**src/rtl/instr_fetch_unit_pkg.sv**
```systemverilog
`default_nettype none
// ============================================================================
// Module   : instr_fetch_unit_pkg
// Purpose  : Shared types and constants for the instruction fetch unit:
//            FSM state encoding, fetch buffer depth and counter widths.
// Revision : 1.0 - initial release
// ============================================================================
package instr_fetch_unit_pkg;

  // Depth of the decoupling buffer between memory and decode.
  localparam int BUF_DEPTH = 2;

  // Width able to hold a fill level of 0..BUF_DEPTH.
  localparam int CNT_W = $clog2(BUF_DEPTH + 1);

  // Width of a read/write pointer into the buffer.
  localparam int PTR_W = (BUF_DEPTH > 1) ? $clog2(BUF_DEPTH) : 1;

  // Fetch sequencer states.
  typedef enum logic [2:0] {
    ST_IDLE  = 3'd0,  // one settle cycle after reset
    ST_REQ   = 3'd1,  // read request outstanding
    ST_ADV   = 3'd2,  // pc update in flight, waiting for pc_addr to settle
    ST_HOLD  = 3'd3,  // buffer full, waiting for decode to drain
    ST_FLUSH = 3'd4   // request outstanding whose data is to be discarded
  } fetch_state_e;

  // True when the buffer cannot accept another word.
  function automatic logic buf_full(input logic [CNT_W-1:0] cnt);
    return cnt >= CNT_W'(BUF_DEPTH);
  endfunction

endpackage
`default_nettype wire

```
**src/rtl/fetch_buffer.sv**
```systemverilog
`default_nettype none
// ============================================================================
// Module   : fetch_buffer
// Purpose  : Small FIFO holding fetched {address, instruction} pairs for the
//            decode stage. Supports simultaneous push and pop, and a flush
//            that empties it in one cycle.
// Revision : 1.0 - initial release
// ============================================================================
module fetch_buffer
  import instr_fetch_unit_pkg::*;
#(
  parameter int N = 32,
  parameter int W = 32
) (
  input  logic             clk,
  input  logic             rst,
  input  logic             push,
  input  logic [N+W-1:0]   push_data,
  input  logic             pop,
  input  logic             flush,
  output logic [CNT_W-1:0] count,
  output logic [N+W-1:0]   head
);

  logic [N+W-1:0]   entry_q [BUF_DEPTH];
  logic [PTR_W-1:0] rd_ptr_q;
  logic [PTR_W-1:0] wr_ptr_q;
  logic [CNT_W-1:0] count_q;

  logic pop_ok;
  logic push_ok;

  // A pop on an empty buffer is ignored; a push is taken when there is room,
  // including room freed by a pop in the same cycle.
  always_comb begin
    pop_ok  = pop && (count_q != '0);
    push_ok = push && (!buf_full(count_q) || pop_ok);
  end

  // Storage, pointers and fill level; flush takes priority over push/pop.
  always_ff @(posedge clk) begin
    if (rst) begin
      entry_q  <= '{default: '0};
      rd_ptr_q <= '0;
      wr_ptr_q <= '0;
      count_q  <= '0;
    end else if (flush) begin
      rd_ptr_q <= '0;
      wr_ptr_q <= '0;
      count_q  <= '0;
    end else begin
      if (push_ok) begin
        entry_q[wr_ptr_q] <= push_data;
        wr_ptr_q          <= wr_ptr_q + PTR_W'(1);
      end
      if (pop_ok) begin
        rd_ptr_q <= rd_ptr_q + PTR_W'(1);
      end
      count_q <= count_q + CNT_W'(push_ok) - CNT_W'(pop_ok);
    end
  end

  assign count = count_q;
  assign head  = entry_q[rd_ptr_q];

endmodule
`default_nettype wire

```
**src/rtl/instr_fetch_unit.sv**
```systemverilog
`default_nettype none
// ============================================================================
// Module   : instr_fetch_unit
// Purpose  : Fetches instructions at the program counter over a req/ack
//            memory handshake, buffers them for decode, and steers the
//            program counter with increment and load pulses (redirects).
// Revision : 1.0 - initial release
// ============================================================================
module instr_fetch_unit
  import instr_fetch_unit_pkg::*;
#(
  parameter int N = 32,
  parameter int W = 32
) (
  input  logic         clk,
  input  logic         rst,
  // program counter
  input  logic [N-1:0] pc_addr,
  output logic         pc_inc,
  output logic         pc_load,
  output logic [N-1:0] pc_data,
  // instruction memory
  output logic         mem_req,
  output logic [N-1:0] mem_addr,
  input  logic         mem_ack,
  input  logic [W-1:0] mem_rdata,
  // branch redirect
  input  logic         redirect,
  input  logic [N-1:0] redirect_addr,
  // decode
  output logic         ir_valid,
  output logic [W-1:0] ir_data,
  output logic [N-1:0] ir_pc,
  input  logic         ir_ready
);

  fetch_state_e state_q, state_d;
  // ADV takes two cycles: the first carries the pc_inc/pc_load pulse, the
  // second lets the counter's new value appear on pc_addr before it is used.
  logic         adv_bubble_q, adv_bubble_d;
  logic         mem_req_q, mem_req_d;
  logic [N-1:0] mem_addr_q, mem_addr_d;
  logic         pc_inc_q, pc_inc_d;
  logic         pc_load_q, pc_load_d;
  logic [N-1:0] pc_data_q, pc_data_d;

  logic             push_en;
  logic             pop_en;
  logic             flush_en;
  logic [CNT_W-1:0] buf_count;
  logic [N+W-1:0]   buf_head;
  logic             buf_is_full;

  assign buf_is_full = buf_full(buf_count);
  assign pop_en      = ir_valid && ir_ready;

  // Next-state, handshake and program-counter control.
  always_comb begin
    state_d      = state_q;
    adv_bubble_d = adv_bubble_q;
    mem_req_d    = mem_req_q;
    mem_addr_d   = mem_addr_q;
    pc_inc_d     = 1'b0;
    pc_load_d    = 1'b0;
    pc_data_d    = pc_data_q;
    push_en      = 1'b0;
    flush_en     = 1'b0;

    case (state_q)
      ST_IDLE: begin
        state_d    = ST_REQ;
        mem_req_d  = 1'b1;
        mem_addr_d = pc_addr;
      end
      ST_REQ: begin
        if (mem_ack) begin
          push_en      = 1'b1;
          pc_inc_d     = 1'b1;
          mem_req_d    = 1'b0;
          state_d      = ST_ADV;
          adv_bubble_d = 1'b0;
        end
      end
      ST_ADV: begin
        if (!adv_bubble_q) begin
          adv_bubble_d = 1'b1;
        end else if (!buf_is_full) begin
          state_d    = ST_REQ;
          mem_req_d  = 1'b1;
          mem_addr_d = pc_addr;
        end else begin
          state_d = ST_HOLD;
        end
      end
      ST_HOLD: begin
        if (!buf_is_full) begin
          state_d    = ST_REQ;
          mem_req_d  = 1'b1;
          mem_addr_d = pc_addr;
        end
      end
      ST_FLUSH: begin
        // The ack completes the discarded read; its data is never pushed.
        if (mem_ack) begin
          mem_req_d    = 1'b0;
          state_d      = ST_ADV;
          adv_bubble_d = 1'b0;
        end
      end
      default: begin
        state_d = ST_IDLE;
      end
    endcase

    // A redirect overrides whatever the state logic chose: it empties the
    // buffer, discards any same-cycle ack and loads the new target. A read
    // still in flight keeps its request/address until the memory answers,
    // so a redirect in FLUSH without an ack stays in FLUSH.
    if (redirect && (state_q != ST_IDLE)) begin
      flush_en   = 1'b1;
      push_en    = 1'b0;
      pc_inc_d   = 1'b0;
      pc_load_d  = 1'b1;
      pc_data_d  = redirect_addr;
      mem_addr_d = mem_addr_q;
      if (((state_q == ST_REQ) || (state_q == ST_FLUSH)) && !mem_ack) begin
        state_d   = ST_FLUSH;
        mem_req_d = 1'b1;
      end else begin
        state_d      = ST_ADV;
        adv_bubble_d = 1'b0;
        mem_req_d    = 1'b0;
      end
    end
  end

  // State and registered outputs.
  always_ff @(posedge clk) begin
    if (rst) begin
      state_q      <= ST_IDLE;
      adv_bubble_q <= 1'b0;
      mem_req_q    <= 1'b0;
      mem_addr_q   <= '0;
      pc_inc_q     <= 1'b0;
      pc_load_q    <= 1'b0;
      pc_data_q    <= '0;
    end else begin
      state_q      <= state_d;
      adv_bubble_q <= adv_bubble_d;
      mem_req_q    <= mem_req_d;
      mem_addr_q   <= mem_addr_d;
      pc_inc_q     <= pc_inc_d;
      pc_load_q    <= pc_load_d;
      pc_data_q    <= pc_data_d;
    end
  end

  fetch_buffer #(
    .N (N),
    .W (W)
  ) u_fetch_buffer (
    .clk       (clk),
    .rst       (rst),
    .push      (push_en),
    .push_data ({mem_addr_q, mem_rdata}),
    .pop       (pop_en),
    .flush     (flush_en),
    .count     (buf_count),
    .head      (buf_head)
  );

  assign pc_inc   = pc_inc_q;
  assign pc_load  = pc_load_q;
  assign pc_data  = pc_data_q;
  assign mem_req  = mem_req_q;
  assign mem_addr = mem_addr_q;
  assign ir_valid = (buf_count != '0);
  assign ir_data  = buf_head[W-1:0];
  assign ir_pc    = buf_head[N+W-1:W];

endmodule
`default_nettype wire

```
**config.mk**
```make
export PLATFORM = sky130hd
export DESIGN_NAME = instr_fetch_unit
export DESIGN_NICKNAME = d
export VERILOG_FILES = /design/src/rtl/instr_fetch_unit_pkg.sv /design/src/rtl/fetch_buffer.sv /design/src/rtl/instr_fetch_unit.sv
export SDC_FILE = /design/constraint.sdc
export NUM_CORES = 1
export LEC_CHECK = 0
export CORE_ASPECT_RATIO = 1.25
export CORE_MARGIN = 2
export CORE_UTILIZATION = 40
export CTS_CLUSTER_SIZE = 30
export DETAILED_ROUTE_END_ITERATION = 16
export GPL_TIMING_DRIVEN = 0
export MAX_ROUTING_LAYER = met4
export PLACE_DENSITY = 0.69
export SYNTH_ARGS = -nofsm -noshare
export SYNTH_HDL_FRONTEND = slang
export SYNTH_SLANG_ARGS = --single-unit
export TNS_END_PERCENT = 5
```
**constraint.sdc**
```tcl
create_clock -name clk -period 3.4 [get_ports clk]
set_input_delay 0.34 -clock clk [delete_from_list [all_inputs] [get_ports clk]]
set_output_delay 0.34 -clock clk [all_outputs]
set_load 0.02 [all_outputs]
```
## After elaboration in Yosys (flattened, before gate mapping)

Cells that the tools add are included.

| cells by class | value |
|---|---|
| div/mod/pow operators | 0 |
| mux-type cells | 30 |
| $add $sub $neg | 4 |
| $mul | 0 |
| magnitude comparators | 4 |
| equal/unequal tests | 8 |
| shift-type cells | 0 |
| bitwise operators | 4 |
| reduce and logical (&&, ||, !) cells | 21 |

Operators by type and width:

| kind | number |
|---|---|
| $mux W64 | 4 |
| $bwmux W128 | 1 |
| $pmux W32 S3 | 1 |
| $demux W64 S1 | 1 |
| $mux W32 | 2 |
| $mux W3 | 5 |
| $mux W1 | 12 |
| $pmux W3 S4 | 1 |
| $reduce_and A3 Y1 | 3 |
| $eq A3 B2 Y1 const B | 2 |
| $ge A2 B2 Y1 const B | 3 |
| $logic_and A1 B1 Y1 | 6 |
| $ne A3 B3 Y1 const B | 2 |
| $reduce_bool A3 Y1 | 2 |
| $reduce_bool A5 Y1 | 1 |
| $not A1 Y2 | 2 |
| $pmux W1 S4 | 1 |
| $reduce_or A2 Y1 | 2 |
| $eq A3 B1 Y1 const B | 1 |
| $eq A3 B3 Y1 const B | 1 |
| $logic_not A3 Y1 | 1 |
| $ne A3 B1 Y1 const B | 1 |
| $add A1 B1 Y1 const B | 2 |
| $add A2 B1 Y2 | 1 |
| other kinds (10) | 13 |

| storage, ports and cells | value |
|---|---|
| output and inout bits | 132 |
| word-level logic and storage cells | 83 |
| memories kept | 0 |
| RAM bits | 0 |
| bits in registers | 203 |
| input bits | 101 |
| bits in latches | 0 |
| memory bits (read-only) | 0 |

## Depth between registers and ports, before layout

| logic depth | value |
|---|---|
| depth in word-level cells | 7 |
| gate-level depth with buffers | 7 |
| depth with buffers taken out | 6 |

## Cells and area by module

A second synthesis with hierarchy kept.

| unflattened totals | value |
|---|---|
| cells, all modules | 921 |
| area total of the unflattened synthesis | 9313.9 um^2 |

Modules (own cells, without submodules):

| module | seq. area each (um^2) | times used | area each (um^2) | cells each |
|---|---|---|---|---|
| fetch_buffer | 2642.5 | 1 | 6341.1 | 584 |
| instr_fetch_unit | 1421.4 | 1 | 2972.9 | 337 |

## Least setup slack after synthesis

No wires, ideal clock.

| timing path | value |
|---|---|
| path kind | input to register |
| start point | input mem_ack |
| end point | register u_fetch_buffer.entry_q[100] (netlist bit) |
| cell stages on the path | 7 |
| arrival time | 1753 ps |
| slack | 1504 ps |
| data required time | 3257 ps |
| buffers on the path | 3 |
| library setup time | 143 ps |
| path through | clkbuf_1 nand4bb_1 or4_1 buf_2 buf_2 nand2_1 a21oi_2 |

| on the way | value |
|---|---|
| longest elaborated chain between the ends | 5 |

RTL lines:

| element | line | source |
|---|---|---|
| start: declaration | instr_fetch_unit.sv:25 | `input logic mem_ack,` |
| $mux W1 | instr_fetch_unit.sv:76 | `if (mem_ack) begin` |
| $mux W1 | instr_fetch_unit.sv:69 | `case (state_q)` |
| $mux W1 | n/a |  |
| $logic_and A1 B1 Y1 | fetch_buffer.sv:37 | `push_ok = push && (!buf_full(count_q) \|\| pop_ok);` |
| $reduce_and A2 Y1 (no source line) | n/a |  |
| end signal: indexed assignment | fetch_buffer.sv:53 | `entry_q[wr_ptr_q] <= push_data;` |
| end: declaration | fetch_buffer.sv:25 | `logic [N+W-1:0] entry_q [BUF_DEPTH];` |

Every way passes these cells.
A chain may end at the register's enable or synchronous reset.

## Final worst setup path

| timing path | value |
|---|---|
| start point | register u_fetch_buffer.rd_ptr_q |
| end point | output ir_data[1] |

| on the way | value |
|---|---|
| longest elaborated chain between the ends | 4 |

RTL lines:

| element | line | source |
|---|---|---|
| start: declaration | fetch_buffer.sv:26 | `logic [PTR_W-1:0] rd_ptr_q;` |
| start signal: assignment | fetch_buffer.sv:57 | `rd_ptr_q <= rd_ptr_q + PTR_W'(1);` |
| $not A1 Y2 (implied by the code) | fetch_buffer.sv:64 | `assign head = entry_q[rd_ptr_q];` |
| $mux W64 (implied by the code) (3 in a row) | fetch_buffer.sv:64 |  |
| end: declaration | instr_fetch_unit.sv:32 | `output logic [W-1:0] ir_data,` |

Every way passes these cells. The select of a mux whose other input is x is not followed.

==> impl_metrics.yaml <==
run_status:
  status: "complete, no violations"
worst_setup_path:
  path_cells: "clkbuf_1, mux2_2, clkdlybuf4s50_1"
  startpoint_type: "flop"
  cpPeakStageDelay_ns: 0.70
  arrival_ns: 2.78
  path_max_fanout: 11
  critical_path_class: "flop to output port"
  critPathSlowestCell: "dfxtp_1"
  required_ns: 3.06
  end_kind: "output port"
clock_tree:
  cts.sinks: 203
  hold_buffers: 0
  clk_latency_ns: 0.50
  path_clk_slew_ns: 0.06
  clk_path_buf_depth: 3
  htreeDepth: 1
  cts_tree: "yes"
  cts_buffers: 21
  cts_root_buf: "clkbuf_16"
synth:
  ys_ff_latch: 203
  synth_top_cell_by_area: "dfxtp_1"
  yosysTopAreaCellShare_pct: 48.33
  synth_area_leaders: "dfxtp_1, nand2_1, a21oi_1, mux2_2, nand2b_1"
  synth_commonest_cells: "nand2_1, dfxtp_1, a21oi_1"
  synth_ff_type: "dfxtp_1"
  synthesis.nets: 1088
  synth_edf_count: 0
  yosys_warnings: 0
  syn_inst: 986
  synthArstFlopShare_pct: 0
  syn_area_mm2: 0.008408
  ys_types: 40
  syn_avg_cell_area_um2: 8.527
  synth-seq-area-share_pct: 48.33
  synth.most_common_cell: "nand2_1"
detailed_routing:
  firstDrtPassIters: 4
  vias: 7342
  drc_errors: 0
  drt_iter0_drc: 284
  viasPerCell: 4.808
  routed_wl_mm: 23.85
  wl_per_cell_um: 15.62
  antenna_left: 0
finish:
  layout.nets: 1340
  area_delta_synth_final_pct: 39.33
  antennaDiodeCount: 0
  drive_above_1_share_pct: 11.73
  nFillCells: 1905
sta:
  hold_viol_final: 0
  rsz0062_at_grt: "no"
  setup-tns-final_ns: 0
  tightest_slew_ns: 1.090
  setup_viol: 0
  hold_ws_ns: 0.2747
  post-route-min-period_ns: 3.120
  period_share_pct: 91.76
  fmax_ghz: 0.3205
  finalClockSkew_ns: 0.008360
  final_max_slew_viol_count: 0
  relSlewSlack_pct: 26.81
grt:
  grt_use_total_pct: 21.46
  grt_start_max_net_pins: 14
  grt_overflow: 0
  grt_antenna_before_repair: 0
  grt_pass1_wl_mm: 37.56
  first_global_vias: 7248
die:
  fp.dieW_um: 133.7
  io_pins: 233
  die_y_um: 166.1
  row_count: 59
  start_util_pct: 40.53
  die_area_mm2: 0.02220
  design.core.area_mm2: 0.02074
power:
  power.density_mw_per_mm2: 558.6
  power_leakage_nw: 4.180
  vdd_ir_drop_max_mv: 0.3594
placement:
  dp_hpwl_mm: 16.55
  globalplace.congestion: 0.8223
  port_buffers: 230
worst_hold_path:
  min_path_type: "input port to flop"
run:
  max_cap_violations: 0
==> stage by stage <==
step	std cells	util [%]	total power, W	cell area (um^2)	setup WS, ns
3_3_place_gp	1490	53.28	0.004331	11050	0.5287
2_1_floorplan	986	-	0.003652	8408	1.504
4_1_cts	1528	56.49	0.006609	11720	0.04799
3_5_place_dp	1490	53.28	0.004341	11050	0.5034
5_1_grt	1527	56.48	0.006828	11720	0.1474
6_report	1527	56.48	0.006544	11720	0.2800
==> layer usage <==
layer	GRT usage, %	wire length, um
met5	-	0
met4	6.013	550
met3	3.053	1091
met2	36.80	11910
met1	26.32	10300
==> placed cells by master (no fill, tap or decap), types with 2 or more instances in the layout <==
cell type        count
clkbuf_1            55
mux2i_1             32
or2_2                2
mux2_2              64
buf_2               19
inv_1                2
nand2_1            324
buf_6                8
nor4b_1              3
clkinv_2             4
a21oi_2             21
dfxtp_1            203
a21o_1               2
nor2_1               6
clkdlybuf4s50_1    230
nand2b_1            68
a2111oi_0            3
a21oi_1            144
clkbuf_16           21
nor3_1               9
nor2b_1              2
clkbuf_8             4
xnor2_1              3
xor2_1               2
==> final cells by class <==
cell class	instances	area, um^2	area share, %
plain buffers	76	369.1	3.151
flip-flops and latches	203	4064	34.69
clock inverters	6	58.81	0.5020
clock buffers	32	606.8	5.180
inverters	2	7.507	0.06408
multi-input cells	704	3964	33.84
repair buffers	230	2302	19.65
well taps	274	342.8	2.926
==> cells by family after synthesis <==
group	count (synthesis)	synth area share, %
adders and majority gates	2	0.2678
and+or+nand+nor	422	21.88
AOI/OAI and AO/OA	179	12.10
buffers and inverters	79	4.524
muxes	96	12.38
xor gates and xnor gates	5	0.5209
DFF	203	48.33
==> where the power goes <==
part	switching, W	leakage [nW]	total [W]	internal (W)
clock network	0.000949	0.330	0.00226	0.00131
registers	0.000156	1.65	0.00272	0.00257
logic	0.000831	2.20	0.00156	0.000731
total	0.00194	4.18	0.00654	0.00461
==> critical path: cells and delay by family (launching register included) <==
family	cells	cell delay [ns]
mux	1	0.42
flops	1	0.70
buf+inv	2	1.16
==> registers in the layout, indices dropped and copies added (netlist names) <==
name and flops:
mem_req 1, u_fetch_buffer.entry_q 128, u_fetch_buffer.count 2, mem_addr 32, adv_bubble_q 1, state_q 3, u_fetch_buffer.wr_ptr_q 1, pc_inc 1
u_fetch_buffer.rd_ptr_q 1, pc_data 32, pc_load 1
==> final timing paths <==
path / from / end / slack [ns] / cells past startpoint
setup / recovery: u_fetch_buffer.rd_ptr_q / ir_data[1] / 0.28 / 3
hold / removal: mem_ack / state_q[2] / 0.27 / 2
setup reg to reg: state_q[1] / u_fetch_buffer.entry_q[8] / 0.76 / 6
hold reg to reg: u_fetch_buffer.entry_q[118] / u_fetch_buffer.entry_q[118] / 0.45 / 2
==> what timing repair did <==
action,4_1_cts,5_1_grt
setup endpoints to repair,0,24
buffers inserted,0,0
gates resized for setup,0,0
No activity file was read; power rests on OpenSTA's default activity.
